==> src/rtl/conv1_dense_pkg.sv <==
// Shared constants and helpers for the conv1 layer1 dense collect path.
package conv1_dense_pkg;

  localparam int DATA_W  = 16;
  localparam int VEC_LEN = 64;
  localparam int IDX_W   = $clog2(VEC_LEN);

  typedef logic [IDX_W-1:0] idx_t;

  // Signed add one bit wider than the operands, then clamp back to DATA_W.
  function automatic logic [DATA_W-1:0] sat_add(input logic [DATA_W-1:0] a,
                                                 input logic [DATA_W-1:0] b);
    logic [DATA_W:0] s;
    s = {a[DATA_W-1], a} + {b[DATA_W-1], b};
    if (s[DATA_W] != s[DATA_W-1])
      sat_add = s[DATA_W] ? {1'b1, {(DATA_W-1){1'b0}}} : {1'b0, {(DATA_W-1){1'b1}}};
    else
      sat_add = s[DATA_W-1:0];
  endfunction

endpackage

==> src/rtl/conv1_pingpong_bank.sv <==
// Two element banks filled alternately; a full bank is presented until accepted.
module conv1_pingpong_bank
  import conv1_dense_pkg::*;
#(
  parameter int DATA_W  = conv1_dense_pkg::DATA_W,
  parameter int VEC_LEN = conv1_dense_pkg::VEC_LEN
) (
  input  logic                      clk,
  input  logic                      rst,
  input  logic                      clr,
  input  logic                      hold,
  input  logic                      wr_v,
  input  logic [DATA_W-1:0]         wr_data,
  input  logic                      rd_rdy,
  output logic                      rd_v,
  output logic [DATA_W*VEC_LEN-1:0] rd_vec,
  output logic                      rd_fire,
  output logic                      wr_drop
);

  localparam idx_t LAST = idx_t'(VEC_LEN - 1);

  logic [DATA_W-1:0] mem [2][VEC_LEN];
  logic [1:0]        full;
  logic [1:0]        full_nxt;
  logic              wr_bank;
  logic              rd_bank;
  idx_t              wr_cnt;
  logic              wr_live;
  logic              wr_ok;

  assign rd_v    = full[rd_bank];
  assign rd_fire = rd_v && rd_rdy && !hold && !clr;
  assign wr_live = wr_v && !hold && !clr;
  // A full bank still accepts the write if it is being released on this same edge.
  assign wr_ok   = wr_live && (!full[wr_bank] || (rd_fire && (rd_bank == wr_bank)));
  assign wr_drop = wr_live && !wr_ok;

  always_comb begin
    full_nxt = full;
    if (rd_fire)
      full_nxt[rd_bank] = 1'b0;
    if (wr_ok && (wr_cnt == LAST))
      full_nxt[wr_bank] = 1'b1;
  end

  always_comb begin
    rd_vec = '0;
    for (int i = 0; i < VEC_LEN; i++)
      rd_vec[i*DATA_W +: DATA_W] = mem[rd_bank][i];
  end

  always_ff @(posedge clk) begin
    if (rst) begin
      full    <= '0;
      wr_bank <= 1'b0;
      rd_bank <= 1'b0;
      wr_cnt  <= '0;
      for (int b = 0; b < 2; b++)
        for (int i = 0; i < VEC_LEN; i++)
          mem[b][i] <= '0;
    end else if (clr) begin
      full    <= '0;
      wr_bank <= 1'b0;
      rd_bank <= 1'b0;
      wr_cnt  <= '0;
    end else begin
      full <= full_nxt;
      if (rd_fire)
        rd_bank <= ~rd_bank;
      if (wr_ok) begin
        mem[wr_bank][wr_cnt] <= wr_data;
        if (wr_cnt == LAST) begin
          wr_cnt  <= '0;
          wr_bank <= ~wr_bank;
        end else begin
          wr_cnt <= wr_cnt + idx_t'(1);
        end
      end
    end
  end

endmodule

==> src/rtl/conv1_layer1_dense_collect.sv <==
// Adds bias with saturation and optional ReLU to serial adder-tree results,
// then packs them into ping-pong vectors for the 1x64 multiply stage.
module conv1_layer1_dense_collect
  import conv1_dense_pkg::*;
#(
  parameter int DATA_W  = conv1_dense_pkg::DATA_W,
  parameter int VEC_LEN = conv1_dense_pkg::VEC_LEN,
  parameter int RELU_EN = 1
) (
  input  logic                      clk,
  input  logic                      rst,
  input  logic                      start,
  input  logic                      halt,
  input  logic [DATA_W-1:0]         bias_in,
  input  logic                      data_v,
  input  logic [DATA_W-1:0]         add_res_w,
  output logic                      out_v,
  input  logic                      out_rdy,
  output logic [DATA_W*VEC_LEN-1:0] out_vec,
  output logic [15:0]               vec_cnt,
  output logic                      overflow
);

  logic [DATA_W-1:0] bias;
  logic [DATA_W-1:0] s1_data;
  logic              s1_v;
  logic [DATA_W-1:0] s1_res;
  logic              rd_fire;
  logic              wr_drop;

  always_comb begin
    s1_res = sat_add(add_res_w, bias);
    if ((RELU_EN != 0) && s1_res[DATA_W-1])
      s1_res = '0;
  end

  always_ff @(posedge clk) begin
    if (rst) begin
      bias     <= '0;
      s1_data  <= '0;
      s1_v     <= 1'b0;
      vec_cnt  <= '0;
      overflow <= 1'b0;
    end else if (start) begin
      bias     <= bias_in;
      s1_v     <= 1'b0;
      vec_cnt  <= '0;
      overflow <= 1'b0;
    end else if (!halt) begin
      s1_v <= data_v;
      if (data_v)
        s1_data <= s1_res;
      if (rd_fire)
        vec_cnt <= vec_cnt + 16'd1;
      if (wr_drop)
        overflow <= 1'b1;
    end
  end

  conv1_pingpong_bank #(
    .DATA_W  (DATA_W),
    .VEC_LEN (VEC_LEN)
  ) u_bank (
    .clk     (clk),
    .rst     (rst),
    .clr     (start),
    .hold    (halt),
    .wr_v    (s1_v),
    .wr_data (s1_data),
    .rd_rdy  (out_rdy),
    .rd_v    (out_v),
    .rd_vec  (out_vec),
    .rd_fire (rd_fire),
    .wr_drop (wr_drop)
  );

endmodule

==> config.mk <==
export PLATFORM = sky130hd
export DESIGN_NAME = conv1_layer1_dense_collect
export DESIGN_NICKNAME = d
export VERILOG_FILES = /design/src/rtl/conv1_dense_pkg.sv /design/src/rtl/conv1_pingpong_bank.sv /design/src/rtl/conv1_layer1_dense_collect.sv
export SDC_FILE = /design/constraint.sdc
export NUM_CORES = 2
export LEC_CHECK = 0
export CAP_MARGIN = 20
export CORE_AREA = 2 2 421 423
export CTS_CLUSTER_SIZE = 12
export DETAILED_ROUTE_END_ITERATION = 12
export DIE_AREA = 0 0 423 425
export PLACE_DENSITY = 0.69
export SYNTH_ARGS = -nofsm -noshare
export SYNTH_HDL_FRONTEND = slang
export SYNTH_SLANG_ARGS = --single-unit
==> constraint.sdc <==
create_clock -name clk -period 4.9 [get_ports clk]
set_input_delay 0.49 -clock clk [delete_from_list [all_inputs] [get_ports clk]]
set_output_delay 0.49 -clock clk [all_outputs]
set_load 0.05 [all_outputs]
After elaboration in Yosys (flattened, before gate mapping)
Memories as Yosys holds them, arrays and structs flattened. A register that Yosys moved wholly into a read port is not among the register bits.
Index checks and enable logic that the tools add are counted.
{"block": "word_totals", "latchBits": 0, "rom_bits": 0, "mem_count": 1, "regBits": 60, "mem_bits_rw": 2048, "inputBits": 38}
{"block": "classes", "shifts": 0, "eq_ne": 3, "magnitude_cmp": 6, "n_div": 0, "reduce_logical": 23, "n_mux": 27, "add_sub_neg": 3, "multipliers": 0, "n_bitwise": 8}
{"memory": "u_bank.mem", "words": 2, "width": 1024, "read_ports": 1, "rd_clocked_by_memory_dff": 1, "write_ports": 2, "line_no": "conv1_pingpong_bank.sv:23", "text": "logic [DATA_W-1:0] mem [2][VEC_LEN];"}
{"op": "2-to-1 mux 1024 bit", "n": 3}
{"op": "OR reduction 1024 bit", "n": 1}
{"op": "demux 16 bit (select 6 bit)", "n": 1}
{"op": "2-to-1 mux 16 bit", "n": 3}
{"op": "adder 16 x 16 -> 17 bit", "n": 1}
{"op": "adder 16 x 1 -> 16 bit (second input constant)", "n": 1}
{"op": "2-to-1 mux 15 bit", "n": 1}
{"op": "2-to-1 mux 1 bit", "n": 14}
{"op": "logical AND 1 bit", "n": 12}
{"op": ">= comparator 7 bit (second input constant)", "n": 1}
{"op": "less-than comparator 7 x 1 -> 1 bit (second input constant)", "n": 1}
{"op": "inverter 6 -> 7 bit", "n": 1}
{"op": "adder 6 x 1 -> 6 bit (second input constant)", "n": 1}
{"op": "== test 6 bit (second input constant)", "n": 1}
{"op": "2-to-1 mux 6 bit", "n": 1}
{"op": "AND reduction 2 bit", "n": 3}
{"op": "zero test 1 bit", "n": 4}
{"op": "less-than comparator 1 x 2 -> 1 bit (second input constant)", "n": 2}
{"op": "2-to-1 mux 2 bit", "n": 2}
{"op": "inverter 1 bit", "n": 4}
{"op": "AND reduction 3 bit", "n": 1}
{"op": "bitwise AND 2 bit", "n": 1}
{"op": "demux 1 bit (select 1 bit)", "n": 2}
{"op": ">= comparator 1 bit (second input constant)", "n": 2}
{"op": "6 further kinds", "n": 6}

Depth between registers and ports, before layout
{"block": "depth", "depth_word": 14, "depth_mapped": 11, "ltp_nobuf": 9}

Cells and area by module
Synthesis repeated with hierarchy kept, for this count alone.
{"block": "hier_totals", "hier_cells": 5232, "hier_area_um2": 84762.5}
{"module": "conv1_pingpong_bank", "cells_per_inst": 4909, "instances": 1, "seq_area_each_um2": 61719.2, "area_each_um2": 81934.8}
{"module": "conv1_layer1_dense_collect", "cells_per_inst": 323, "instances": 1, "seq_area_each_um2": 980.9, "area_each_um2": 2827.7}

Worst setup path after synthesis
OpenSTA, ideal clock, no wires.
{"block": "synth_path", "kind": "input port to flip-flop", "from": "input port halt", "to": "memory u_bank.mem[1][103] (netlist bit), data pin", "path_stages": 8, "n_path_buf": 3, "setup_time_ps": 364, "slack_ps": 1806, "t_arrival_ps": 2730, "path_cell_list": "nor3b_2 a31o_2 nor2b_1 buf_2 nor2b_1 buf_2 clkbuf_1 and2_1"}
{"item": "start, declared", "line_no": "conv1_layer1_dense_collect.sv:13", "text": "input logic halt,"}
{"item": "end, declared", "line_no": "conv1_pingpong_bank.sv:23"}

==> results.md <==
* Run status: finished, final reports clean
* Largest net degree at the start of global routing at 138
* Floorplan die height at 425 um
* Gate count after technology mapping at 4908
* Remaining Overflow, GRT at 0
* Flop-to-flop setup slack at 1.36 ns
* Area of the mapped netlist at 81200 sq um
* CTS tree: built
* Final setup slack of the worst path at 0.858 ns
* Setup repair after global routing missed its margin: false
* Final layout net count at 6002
* Number of cells traversed by the worst register-to-register path at 7
* Critical Setup Path Class: register to output pin
* Proportion of synthesized flip-flops having asynchronous set or reset at 0%
* Reg-to-Reg End: u_bank.mem[0][87]
* Half-perimeter wire length of the detailed placement result at 181000 um
* Area share of the largest cell type after synthesis at 71.0%
* Setup total negative slack at 0 ns
* Hold violation total from the final report at 0
* Clock insertion delay at the later pin of the skew report at 0.88 ns
* Resized Gates After CTS at 0
* DRC violation total after the first TritonRoute iteration at 6303
* Die area at 180000 sq um
* Crit-path max FO at 65
* DRT antenna net count at 0
* Dpl ws at 0.591 ns
* Largest area contributor in the netlist: sky130_fd_sc_hd__edfxtp_1
* Post-synth top flop: sky130_fd_sc_hd__edfxtp_1
* Cell types with the highest counts after synthesis: sky130_fd_sc_hd__edfxtp_1 (1920), sky130_fd_sc_hd__and2_1 (981), sky130_fd_sc_hd__mux2_2 (960), sky130_fd_sc_hd__clkbuf_1 (277), sky130_fd_sc_hd__nor2_1 (104)
* Setup Viol. Count Final at 0
* Vias in the first global route at 46.5k
* Dominant cells by area after synthesis: sky130_fd_sc_hd__edfxtp_1 (71%), sky130_fd_sc_hd__mux2_2 (13%), sky130_fd_sc_hd__and2_1 (7.6%), sky130_fd_sc_hd__dfxtp_1 (1.5%), sky130_fd_sc_hd__clkbuf_1 (1.3%)
* Die X at 423 um
* Launch instance of the worst register-to-register path: u_bank.rd_bank
* Slew at the pin closest to its max-slew limit at 1.14 ns
* Post-CTS setup buffer count at 0
* Leading cell type by number of instances after synthesis: sky130_fd_sc_hd__edfxtp_1
* Crit path required time at 4.41 ns
* Clock transition at the register clock pins on the worst setup and hold paths after CTS at 0.06 ns
* Initial antenna violation count at 28
* Headroom to the max-slew limit at 23.6%
* Number of violations of the max-capacitance limit at 0
* Number of buffer cells added on primary ports at 1015
* Hold crit path type: primary input to register
* CP Capture Point: out_vec[483]
* Total I/O pin count at 1080
* Remaining routing DRC violations at 0
* EDFF count, synth at 1920
* Cts-stage hold buffer count at 0
* CTS buffer count at 198
* Category of the worst setup path launch point: register
* Number of slew-limit violations in the final report at 0
* DR vias at 48.1k
* Vias per Instance at 5.71
* Number of warning messages in the yosys log at 0
* Clk buf depth at 3
* Portion of the clock cycle consumed by the worst path in the final layout at 82.5%
* Clock Skew at 0.0411 ns
* Final critical path time including I/O delays and setup at 4.04 ns
* Wire length of the first global-routing pass at 384000 um
* Average size of a mapped cell at 16.5 sq um
* CTS root buf: sky130_fd_sc_hd__clkbuf_16
* Static Leakage at 35.3 nW
* Number of cell rows at 154
* Final Wtd Congestion at 0.880
* Kind of end point of the critical path: output pin
* Synth-to-layout area growth at 23.9%
* WL/cell at 34.2 um
* Power per cell area at 374 nW/um^2
* Part of the Yosys area used for sequential elements at 72.5%
* Register bit count reported by yosys at 1980
* Final Routed Wirelength at 288000 um
* Global routing usage summed across all routing layers at 31.2%
* Peak supply drop at 0.369 mV
* Share of post-route cells with drive strength above 1 at 25.4%
* Deepest level of the CTS H-tree at 4
* Clock Sinks at 1980
* Starting Density at 46.3%
* Worst EP arrival at 3.55 ns
* Area of the core region at 175000 sq um
* Fmax at 0.247 GHz
* Number of iterations in the first detailed-routing pass at 6
* Library cells used by synthesis at 58
-- flip-flops by register name, summed over array words and instances (netlist names), named ones only --
signal	flops
u_bank.full	2
s1_v	1
overflow	1
bias	16
u_bank.wr_cnt	6
vec_cnt	16
u_bank.mem	1920
u_bank.rd_bank	1
u_bank.wr_bank	1
s1_data	15
-- metrics by stage --
stage / area (sq um) / cells / utilization [%] / power (mW) / hold slack [ns]
global placement: 94500 / 8077 / 53.9 / 23.5 / 0.461
detailed placement: 94500 / 8080 / 53.9 / 23.6 / 0.469
CTS: 100000 / 8409 / 57.3 / 37.6 / 0.145
global route: 101000 / 8416 / 57.3 / 38.4 / 0.179
finish: 101000 / 8426 / 57.3 / 37.5 / 0.234
floorplan: 81400 / 4971 / - / 22.0 / 0.465
-- critical path, cell delays in order (launching register included) --
cell                              delay [ns]
sky130_fd_sc_hd__dfxtp_4                0.61
sky130_fd_sc_hd__buf_12                 0.32
sky130_fd_sc_hd__buf_12                 0.37
sky130_fd_sc_hd__mux2_2                 0.39
sky130_fd_sc_hd__clkdlybuf4s50_1        0.82
-- worst min path at each step --
stage / start / to / slack [ns] / cells past startpoint
after floorplan: bias[0] / bias[0] / 0.46 / 2
after global placement: overflow / overflow / 0.46 / 2
after detailed placement: overflow / overflow / 0.47 / 2
after CTS: rst / bias[1] / 0.14 / 2
after global routing: rst / bias[2] / 0.18 / 2
final: rst / bias[8] / 0.23 / 2
-- routing by layer --
metal	global-route usage (%)	wire length (um)	part of all wire, %	vias up
li1	-	-	-	19800
met1	39.0	106000	37	24800
met2	51.9	141000	49	2879
met3	5.14	22500	7.8	568
met4	17.4	18600	6.4	2
met5	0	21	0.0073	-
-- area by class of cell --
cell class                 count  area, sq um
tap                         2340         2930
clock buffer                 263         5230
clock inverter                66          707
antenna                       12         30.0
inverter                       9         33.8
fill                       13300        74800
timing repair buffer        1173        11800
sequential                  1980        58900
multi-input combinational   2583        20900
-- placed cells by master, fill, tap and decap left out, types with 64 or more instances in the layout --
master,netlist,routed
sky130_fd_sc_hd__clkbuf_16,0,198
sky130_fd_sc_hd__edfxtp_1,1920,1920
sky130_fd_sc_hd__nor2_1,104,103
sky130_fd_sc_hd__clkdlybuf4s50_1,0,1014
sky130_fd_sc_hd__or2_2,67,67
sky130_fd_sc_hd__and2_1,981,966
sky130_fd_sc_hd__buf_4,68,121
sky130_fd_sc_hd__nand2_1,88,87
sky130_fd_sc_hd__mux2_2,960,960
sky130_fd_sc_hd__conb_1,1,64
-- cells by family after synthesis --
family / count (synthesis) / share of synthesized area (%)
AO/OA/AOI/OAI: 146 / 1.11
XOR/XNOR: 34 / 0.367
adder cells (fa/ha/maj): 19 / 0.302
buffers and inverters: 408 / 2.27
flip-flops: 1980 / 72.5
multiplexers: 981 / 13.6
other: 1 / 0.00462
AND/OR/NAND/NOR: 1339 / 9.83
-- power by group --
| part | switching (mW) | internal (mW) |
|---|---|---|
| combinational | 2.71 | 1.05 |
| sequential | 0.286 | 19.2 |
| clock | 6.46 | 7.85 |
Power figures use the tool's default switching activity.
